**config.mk**
```make
export PLATFORM = sky130hd
export DESIGN_NAME = ex_div
export DESIGN_NICKNAME = d
export VERILOG_FILES = /design/src/rtl/ex_div_pkg.sv /design/src/rtl/ex_div.sv
export SDC_FILE = /design/constraint.sdc
export NUM_CORES = 1
export LEC_CHECK = 0
export CORE_AREA = 4 4 143 145
export DETAILED_ROUTE_END_ITERATION = 10
export DIE_AREA = 0 0 147 149
export HOLD_SLACK_MARGIN = 0.06
export MAX_ROUTING_LAYER = met4
export PLACE_DENSITY = 0.9
export SLEW_MARGIN = 20
export SYNTH_ARGS = -nofsm -noshare
export SYNTH_HDL_FRONTEND = slang
export SYNTH_SLANG_ARGS = --single-unit
```
**constraint.sdc**
```tcl
create_clock -name clk -period 7.75 [get_ports clk]
set_input_delay 0.775 -clock clk [delete_from_list [all_inputs] [get_ports clk]]
set_output_delay 0.775 -clock clk [all_outputs]
set_load 0.05 [all_outputs]
```
**src/rtl/ex_div_pkg.sv**
```systemverilog
// Shared types, constants and sign helpers for the EX-stage RV32M divide unit.
package ex_div_pkg;

  localparam int unsigned DIV_ITER   = 32;
  localparam int unsigned CNT_W      = 6;
  localparam int unsigned REG_ADDR_W = 5;

  localparam logic [CNT_W-1:0]      LAST_CNT = CNT_W'(DIV_ITER - 1);
  localparam logic [REG_ADDR_W-1:0] ZERO_REG = '0;

  typedef logic [1:0] DivOp_t;
  localparam DivOp_t OP_DIV  = 2'b00;
  localparam DivOp_t OP_DIVU = 2'b01;
  localparam DivOp_t OP_REM  = 2'b10;
  localparam DivOp_t OP_REMU = 2'b11;

  typedef logic [1:0] DivState_t;
  localparam DivState_t ST_IDLE = 2'd0;
  localparam DivState_t ST_CALC = 2'd1;
  localparam DivState_t ST_DONE = 2'd2;

  function automatic logic [31:0] neg32(input logic [31:0] x);
    return (~x) + 32'd1;
  endfunction

  function automatic logic [31:0] abs32(input logic [31:0] x);
    return x[31] ? neg32(x) : x;
  endfunction

endpackage

```
**src/rtl/ex_div.sv**
```systemverilog
// RV32M divide unit (DIV/DIVU/REM/REMU): radix-2 restoring divider, one quotient
// bit per clock, stalls the front of the pipe while iterating.
module ex_div
  import ex_div_pkg::*;
#(
  parameter int unsigned DATA_W = 32
) (
  input  logic                  clk,
  input  logic                  rst,
  input  logic                  start_i,
  input  logic [1:0]            op_i,
  input  logic [DATA_W-1:0]     dividend_i,
  input  logic [DATA_W-1:0]     divisor_i,
  input  logic [REG_ADDR_W-1:0] waddr_i,
  input  logic                  flush_i,
  output logic                  busy_o,
  output logic                  stall_o,
  output logic                  valid_o,
  output logic [DATA_W-1:0]     result_o,
  output logic [REG_ADDR_W-1:0] waddr_o
);

  localparam logic [DATA_W-1:0] INT_MIN = {1'b1, {(DATA_W-1){1'b0}}};

  DivState_t             r_state;
  DivState_t             w_state_next;
  logic                  w_accept;

  logic [CNT_W-1:0]      r_cnt;
  logic [DATA_W-1:0]     r_rem;
  logic [DATA_W-1:0]     r_quo;
  logic [DATA_W-1:0]     r_divisor;
  logic                  r_is_rem;
  logic                  r_neg_q;
  logic                  r_neg_r;
  logic [DATA_W-1:0]     r_result;
  logic [REG_ADDR_W-1:0] r_waddr;

  // Operand decode at accept time
  logic              w_signed;
  logic              w_a_neg;
  logic              w_b_neg;
  logic [DATA_W-1:0] w_a_abs;
  logic [DATA_W-1:0] w_b_abs;
  logic              w_div0;
  logic              w_ovf;
  logic              w_special;
  logic [DATA_W-1:0] w_special_res;

  assign w_signed  = ~op_i[0];
  assign w_a_neg   = w_signed & dividend_i[DATA_W-1];
  assign w_b_neg   = w_signed & divisor_i[DATA_W-1];
  assign w_a_abs   = w_signed ? abs32(dividend_i) : dividend_i;
  assign w_b_abs   = w_signed ? abs32(divisor_i)  : divisor_i;
  assign w_div0    = (divisor_i == '0);
  assign w_ovf     = w_signed & (dividend_i == INT_MIN) & (divisor_i == '1);
  assign w_special = w_div0 | w_ovf;

  always_comb begin
    w_special_res = '0;
    if (w_div0) begin
      w_special_res = op_i[1] ? dividend_i : '1;
    end else if (w_ovf) begin
      w_special_res = op_i[1] ? '0 : INT_MIN;
    end
  end

  // One restoring step; the 33-bit difference's MSB is the borrow
  logic [DATA_W:0]   w_rem_sh;
  logic [DATA_W:0]   w_diff;
  logic              w_ge;
  logic [DATA_W-1:0] w_rem_next;
  logic [DATA_W-1:0] w_quo_next;
  logic [DATA_W-1:0] w_fix_res;

  assign w_rem_sh   = {r_rem, r_quo[DATA_W-1]};
  assign w_diff     = w_rem_sh - {1'b0, r_divisor};
  assign w_ge       = ~w_diff[DATA_W];
  assign w_rem_next = w_ge ? w_diff[DATA_W-1:0] : w_rem_sh[DATA_W-1:0];
  assign w_quo_next = {r_quo[DATA_W-2:0], w_ge};
  assign w_fix_res  = r_is_rem ? (r_neg_r ? neg32(w_rem_next) : w_rem_next)
                               : (r_neg_q ? neg32(w_quo_next) : w_quo_next);

  always_ff @(posedge clk or posedge rst) begin
    if (rst) begin
      r_state <= ST_IDLE;
    end else begin
      r_state <= w_state_next;
    end
  end

  // Next state and pipeline handshake; flush outranks everything
  always_comb begin
    w_state_next = r_state;
    w_accept     = 1'b0;
    busy_o       = 1'b0;
    stall_o      = 1'b0;
    valid_o      = 1'b0;
    case (r_state)
      ST_IDLE: begin
        if (start_i && !flush_i) begin
          w_accept     = 1'b1;
          w_state_next = w_special ? ST_DONE : ST_CALC;
          stall_o      = ~rst;
        end
      end
      ST_CALC: begin
        busy_o  = 1'b1;
        stall_o = 1'b1;
        if (r_cnt == LAST_CNT) begin
          w_state_next = ST_DONE;
        end
      end
      ST_DONE: begin
        busy_o       = 1'b1;
        valid_o      = ~flush_i;
        w_state_next = ST_IDLE;
      end
      default: w_state_next = ST_IDLE;
    endcase
    if (flush_i) begin
      w_state_next = ST_IDLE;
    end
  end

  always_ff @(posedge clk or posedge rst) begin
    if (rst) begin
      r_cnt     <= '0;
      r_rem     <= '0;
      r_quo     <= '0;
      r_divisor <= '0;
      r_is_rem  <= 1'b0;
      r_neg_q   <= 1'b0;
      r_neg_r   <= 1'b0;
      r_result  <= '0;
      r_waddr   <= ZERO_REG;
    end else if (w_accept) begin
      r_cnt     <= '0;
      r_rem     <= '0;
      r_quo     <= w_a_abs;
      r_divisor <= w_b_abs;
      r_is_rem  <= op_i[1];
      r_neg_q   <= w_a_neg ^ w_b_neg;
      r_neg_r   <= w_a_neg;
      r_waddr   <= waddr_i;
      if (w_special) begin
        r_result <= w_special_res;
      end
    end else if (r_state == ST_CALC && !flush_i) begin
      r_rem <= w_rem_next;
      r_quo <= w_quo_next;
      r_cnt <= r_cnt + CNT_W'(1);
      if (r_cnt == LAST_CNT) begin
        r_result <= w_fix_res;
      end
    end
  end

  assign result_o = r_result;
  assign waddr_o  = r_waddr;

endmodule
```
# Yosys cells after proc, flatten, opt, wreduce, memory -nomap -nowiden
# Index checks and enable logic that the tools add are counted.
[word_totals]
reg_bits = 144
inputBits = 75
output_inout_bits = 40
word_cells = 81
[classes]
n_mux = 33
reduce_logical = 10
n_eq_ne = 8
bitwise = 14
add_sub_neg = 6
[op_table]
columns = ["operator", "count"]
rows = [
  ["two-way mux 32 bit", 20],
  ["adder 32 x 1 -> 32 bit (second input constant)", 4],
  ["NOT 32 bit", 4],
  ["equality test 32 bit (second input constant)", 2],
  ["subtractor 33 x 32 -> 33 bit", 1],
  ["zero test 32 bit", 1],
  ["two-way mux 6 bit", 2],
  ["two-way mux 2 bit", 4],
  ["adder 6 x 1 -> 6 bit (second input constant)", 1],
  ["equality test 6 x 5 -> 1 bit (second input constant)", 1],
  ["inequality test 3 bit (second input constant)", 2],
  ["two-way mux 1 bit", 5],
  ["bitwise AND 1 bit", 4],
  ["NOT 1 bit", 4],
  ["case mux 2 bit (2 select lines)", 1],
  ["nonzero test 2 bit", 2],
  ["AND reduction 3 bit", 1],
  ["equality test 2 x 1 -> 1 bit (second input constant)", 1],
  ["equality test 2 bit (second input constant)", 1],
  ["logical AND 1 bit", 2],
  ["zero test 2 bit", 1],
  ["inequality test 2 x 1 -> 1 bit (second input constant)", 1],
  ["case mux 1 bit (2 select lines)", 1],
  ["AND reduction 2 bit", 1],
  ["4 further kinds", 4],
]

# Logic depth before layout (Yosys ltp)
[depth]
ltp_word = 9
ltp_mapped = 27
ltp_nobuf = 24

# Worst setup path before layout
# No wires, ideal clock.
[synth_timing]
path_kind = "register to register"
start = "register r_quo[31]"
end = "register r_result[26] (netlist: result_o[26])"
setup_time_ns = 0.126
t_required_ns = 7.624
path_slack_ns = 2.450
n_path_buf = 3
arrival_time_ns = 5.174
stages_incl_launch_ff = 25
synth_period_minus_slack_ns = 5.300
cell_sequence = "dfrtp_1 -> inv_1 -> ha_1 -> inv_1 -> fa_1 -> a211oi_2 -> o211ai_2 -> a21oi_4 -> a211oi_4 -> a211o_4 -> nor2_4 -> buf_6 -> buf_4 -> buf_4 -> mux2i_1 -> ha_1 -> inv_1 -> or4b_1 -> nor4_1 -> a41o_1 -> o211ai_2 -> o21ai_1 -> xnor2_1 -> a21oi_1 -> a221o_1"
[synth_via]
elab_chain_len = 9
elab_cells_between_ends = 13
cone_classes = "add/sub (3); mux (7); bitwise (3)"
[synth_rtl]
columns = ["item", "line_no", "rtl"]
rows = [
  ["start: declaration", "ex_div.sv:31", "logic [DATA_W-1:0] r_quo;"],
  ["start signal: assignment", "ex_div.sv:140", "r_quo <= w_a_abs;"],
  ["start signal: assignment", "ex_div.sv:151", "r_quo <= w_quo_next;"],
  ["subtractor 33 x 32 -> 33 bit", "ex_div.sv:77", "assign w_diff = w_rem_sh - {1'b0, r_divisor};"],
  ["two-way mux 32 bit / NOT 1 bit (equally long branches)", "ex_div.sv:79, ex_div.sv:78", ""],
  ["NOT 32 bit", "ex_div_pkg.sv:23", "return (~x) + 32'd1;"],
  ["adder 32 x 1 -> 32 bit", "ex_div_pkg.sv:23", ""],
  ["two-way mux 32 bit (on tied branches)", "ex_div.sv:81, ex_div.sv:82", ""],
  ["two-way mux 32 bit *", "ex_div.sv:81", "assign w_fix_res = r_is_rem ? (r_neg_r ? neg32(w_rem_next) : w_rem_next)"],
  ["two-way mux 32 bit *", "ex_div.sv:153", "if (r_cnt == LAST_CNT) begin"],
  ["two-way mux 32 bit *", "ex_div.sv:149", "end else if (r_state == ST_CALC && !flush_i) begin"],
  ["two-way mux 32 bit *", "ex_div.sv:137", "end else if (w_accept) begin"],
  ["end signal: assignment", "ex_div.sv:147", "r_result <= w_special_res;"],
  ["end signal: assignment", "ex_div.sv:154", "r_result <= w_fix_res;"],
  ["end: declaration", "ex_div.sv:36", "logic [DATA_W-1:0] r_result;"],
]
# Every way passes the cells marked *; elsewhere a longest branch is shown, timed or not. The select of a mux whose other input is x is not followed.
# A chain may end at the register's enable or synchronous reset.

# Worst setup path in the final report
[layout_timing]
start = "register r_quo[31]"
end = "register r_result[30] (netlist: result_o[30])"
# Same word-level chain as after synthesis.

==> flow_summary.yaml <==
sta:
  fin_crit_sh: 0.761
  slew_headroom: 0.268
  tns_ns: 0
  tightest_slew_ns: 1.09
  setup_viol: 0
  fin_skew_ns: 0.0140
  fin_crit_ns: 5.90
  timing.fmax_mhz: 170
  hold_viol_final: 0
  drv_slew: 0
  rsz0062_at_grt: "no"
synthesis:
  synth-main-ff-cell: "dfrtp_1"
  ys_top_cells_by_count: "nand2_1, nor2_1, dfrtp_1"
  yosysUniqueCellTypes: 86
  syn_inst: 1595
  synth-seq-cells: 144
  synth_warnings: 0
  avgSynthCellArea_um2: 7.62
  yosysSeqAreaShare: 0.297
  synth.area.top_cells: "dfrtp_1, nand2_1, xnor2_1"
  synth_most_common_cell: "nand2_1"
  synthesis.area_mm2: 0.0122
  yosys.area.top_type: "dfrtp_1"
  post-synth-top-area-fraction: 0.297
  synth_edf_count: 0
  synth.net_count: 1712
  async_reset_ff_frac: 1.00
grt:
  grt_max_degree: 95
  grt_pass1_wl_um: 60700
  antenna_found_initial: 0
  gr-total-overflow: 0
  grt_pass1_vias: 11600
  grt_usage: 0.352
pwr:
  p_leak_uw: 0.00563
  vdd_drop_max_mv: 0.406
  swShare: 0.536
  seq_power_share: 0.200
  combPwrFrac: 0.674
  p_int_uw: 2960
  clkPwrFrac: 0.126
  power_density_mw_per_mm2: 458
  switchingPower_uw: 3410
routing:
  drt_wl_total_um: 38100
  wl_per_cell_um: 19.7
  dr.first_iter.drc_count: 1542
  routed-via-count: 12500
  drc: 0
  first_pass_iters: 6
  viasPerCell: 6.47
  ant_nets: 0
run:
  max_cap_viol_count: 0
cts:
  clockRootBuffer: "clkbuf_16"
  cts.sink_count: 144
  holdBufCountCts: 0
  numCtsBuffers: 17
  cts_tree: "done"
  path_clk_slew_ns: 0.07
  clkLatencyLatePin_ns: 0.43
  cts_max_path_buffers: 2
  h-tree-depth: 4
  postCtsSetupBuffers: 0
  cts_resized: 0
final_layout:
  fin_nets: 1767
  num_antenna_cells: 0
  fin_util: 0.724
  syn_to_final_growth_pct: 14.5
  drive_gt1_frac: 0.0505
  fill_cells: 1518
  final_cells: 1928
setup_path:
  path_delay_family: "simple AND/OR/NAND/NOR gates"
  cp_data_arrival_time_ns: 6.20
  path_cells: "inv_1, ha_1, inv_1, fa_1, a211oi_2, o211ai_2, a21oi_4, a211oi_4, nor2_2, nor2_4, inv_2, buf_4, nor2_1, a21oi_1, ha_1, inv_1, or4b_1, nor4_1, a41o_1, o211ai_2, nor3_1, a21oi_1, xnor2_1, o21ai_1"
  start_kind: "flop"
  max_stage_delay_ns: 0.59
  ff2ff_path_depth: 24
  required_ns: 8.05
  crit_path_end_kind: "flop"
  critPathSlowestCell: "or4b_1"
  crit_buf_inv: 5
  reg2reg_from: "r_quo[31]$_DFFE_PP0P_"
  rrSetupSlack_ns: 1.85
  cp-startpoint: "r_quo[31]$_DFFE_PP0P_"
  rr_endpoint: "result_o[30]$_DFFE_PP0P_"
  criticalPathCategory: "reg2reg"
  cp_max_fo: 46
  cpMostUsedCell: "inv_1"
placement:
  hpwl_um: 28000
  dp_cells: 1896
  gp_congestion: 0.933
  io_buffers: 114
worst_hold_path:
  min_path_cells: 1
  hold_path.class: "reg2reg"
  hp-start: "result_o[6]$_DFFE_PP0P_"
  worst_hold_path.endpoint: "result_o[6]$_DFFE_PP0P_"
floorplan:
  coreArea_mm2: 0.0192
  dieArea_mm2: 0.0219
  ios: 115
  die_x_um: 147
  num_rows: 51
  fp.dieH_um: 149
  start_util: 0.633
run_status:
  status: "finished clean"
-- area by class of cell --
| class | count | area, µm² | area share |
|---|---|---|---|
| clock inverters | 14 | 121 | 0.00872 |
| well taps | 265 | 332 | 0.0238 |
| repair buffers | 125 | 1220 | 0.0880 |
| flip-flops and latches | 144 | 3600 | 0.259 |
| inverters | 66 | 253 | 0.0182 |
| clock buffers | 18 | 439 | 0.0316 |
| multi-input cells | 1296 | 7940 | 0.571 |
-- power by group through the flow --
stage | sequential, µW | combinational, µW | clock [µW]
finish | 1280 | 4290 | 800
global route | 1310 | 4660 | 835
CTS | 1260 | 4200 | 801
detailed placement | 1270 | 4170 | 0
global placement | 1260 | 4090 | 0
floorplan | 1190 | 3310 | 0
-- cell families (layout without fill, tap and decap cells) --
logic type / Yosys count / in the layout / synth area share
compound gates: 466 / 466 / 0.250
xor+xnor: 149 / 149 / 0.107
fa+ha+maj: 42 / 42 / 0.0439
buf+inv: 155 / 223 / 0.0524
flops: 144 / 144 / 0.297
mux: 20 / 20 / 0.0167
simple gates: 619 / 619 / 0.233
-- per-stage QoR --
stage	instance area, µm²	power, µW	setup slack [ns]	hold slack (ns)
CTS	13900	6270	1.94	0.481
finish	13900	6370	1.85	0.479
global route	13900	6800	1.54	0.502
detailed placement	13400	5440	1.98	0.466
floorplan	12200	4490	2.45	0.450
global placement	13400	5350	2.19	0.457
-- worst reg2reg max path, delay by kind of cell, from the launching register on --
family,cells,cell delay [ns]
buffers and inverters,5,0.70
and+or+nand+nor,6,1.82
AOI/OAI and AO/OA,9,1.80
adders and majority gates,3,0.83
DFF,1,0.41
xor gates and xnor gates,1,0.20
-- sequential cells by signal, indices dropped and copies added (netlist names) --
register   cells
r_divisor     32
result_o      32
r_quo         32
r_state        2
r_neg_r        1
waddr_o        5
r_cnt          6
r_is_rem       1
r_rem         32
r_neg_q        1
-- how the worst max path moves through the flow --
stage / endpoint / slack, ns / depth (start not counted)
final: result_o[30]$_DFFE_PP0P_ / 1.85 / 24
after global routing: result_o[30]$_DFFE_PP0P_ / 1.54 / 24
after global placement: result_o[26]$_DFFE_PP0P_ / 2.19 / 24
after CTS: result_o[30]$_DFFE_PP0P_ / 1.94 / 24
after detailed placement: result_o[30]$_DFFE_PP0P_ / 1.98 / 24
after floorplan: result_o[26]$_DFFE_PP0P_ / 2.45 / 24
-- metal layers --
layer | wire length, µm | track usage
met5 | 0 | -
met3 | 3580 | 0.0532
met2 | 17600 | 0.551
met4 | 1560 | 0.137
met1 | 15300 | 0.466
-- cells in the final DEF, fill, tap and decap left out, types with 8 or more instances in the layout --
cell             count
nor2_1             163
nand4_1             21
nand2b_1            27
nand2_1            256
nor4_1              13
a211oi_1            30
a21oi_1            102
o31ai_1             21
nand3_1             13
o21ai_1              9
clkbuf_16           17
o211ai_1            24
ha_1                41
a31oi_1             47
nor2b_1             15
mux2i_1             18
xnor2_1             90
a21o_1              15
buf_4               11
nor3_1              38
dfrtp_1            144
inv_1               62
o41ai_1             12
clkdlybuf4s50_1    114
or3_1               24
xor2_1              59
o22ai_1              8
o21ai_0            124
Power figures use the tool's default switching activity.
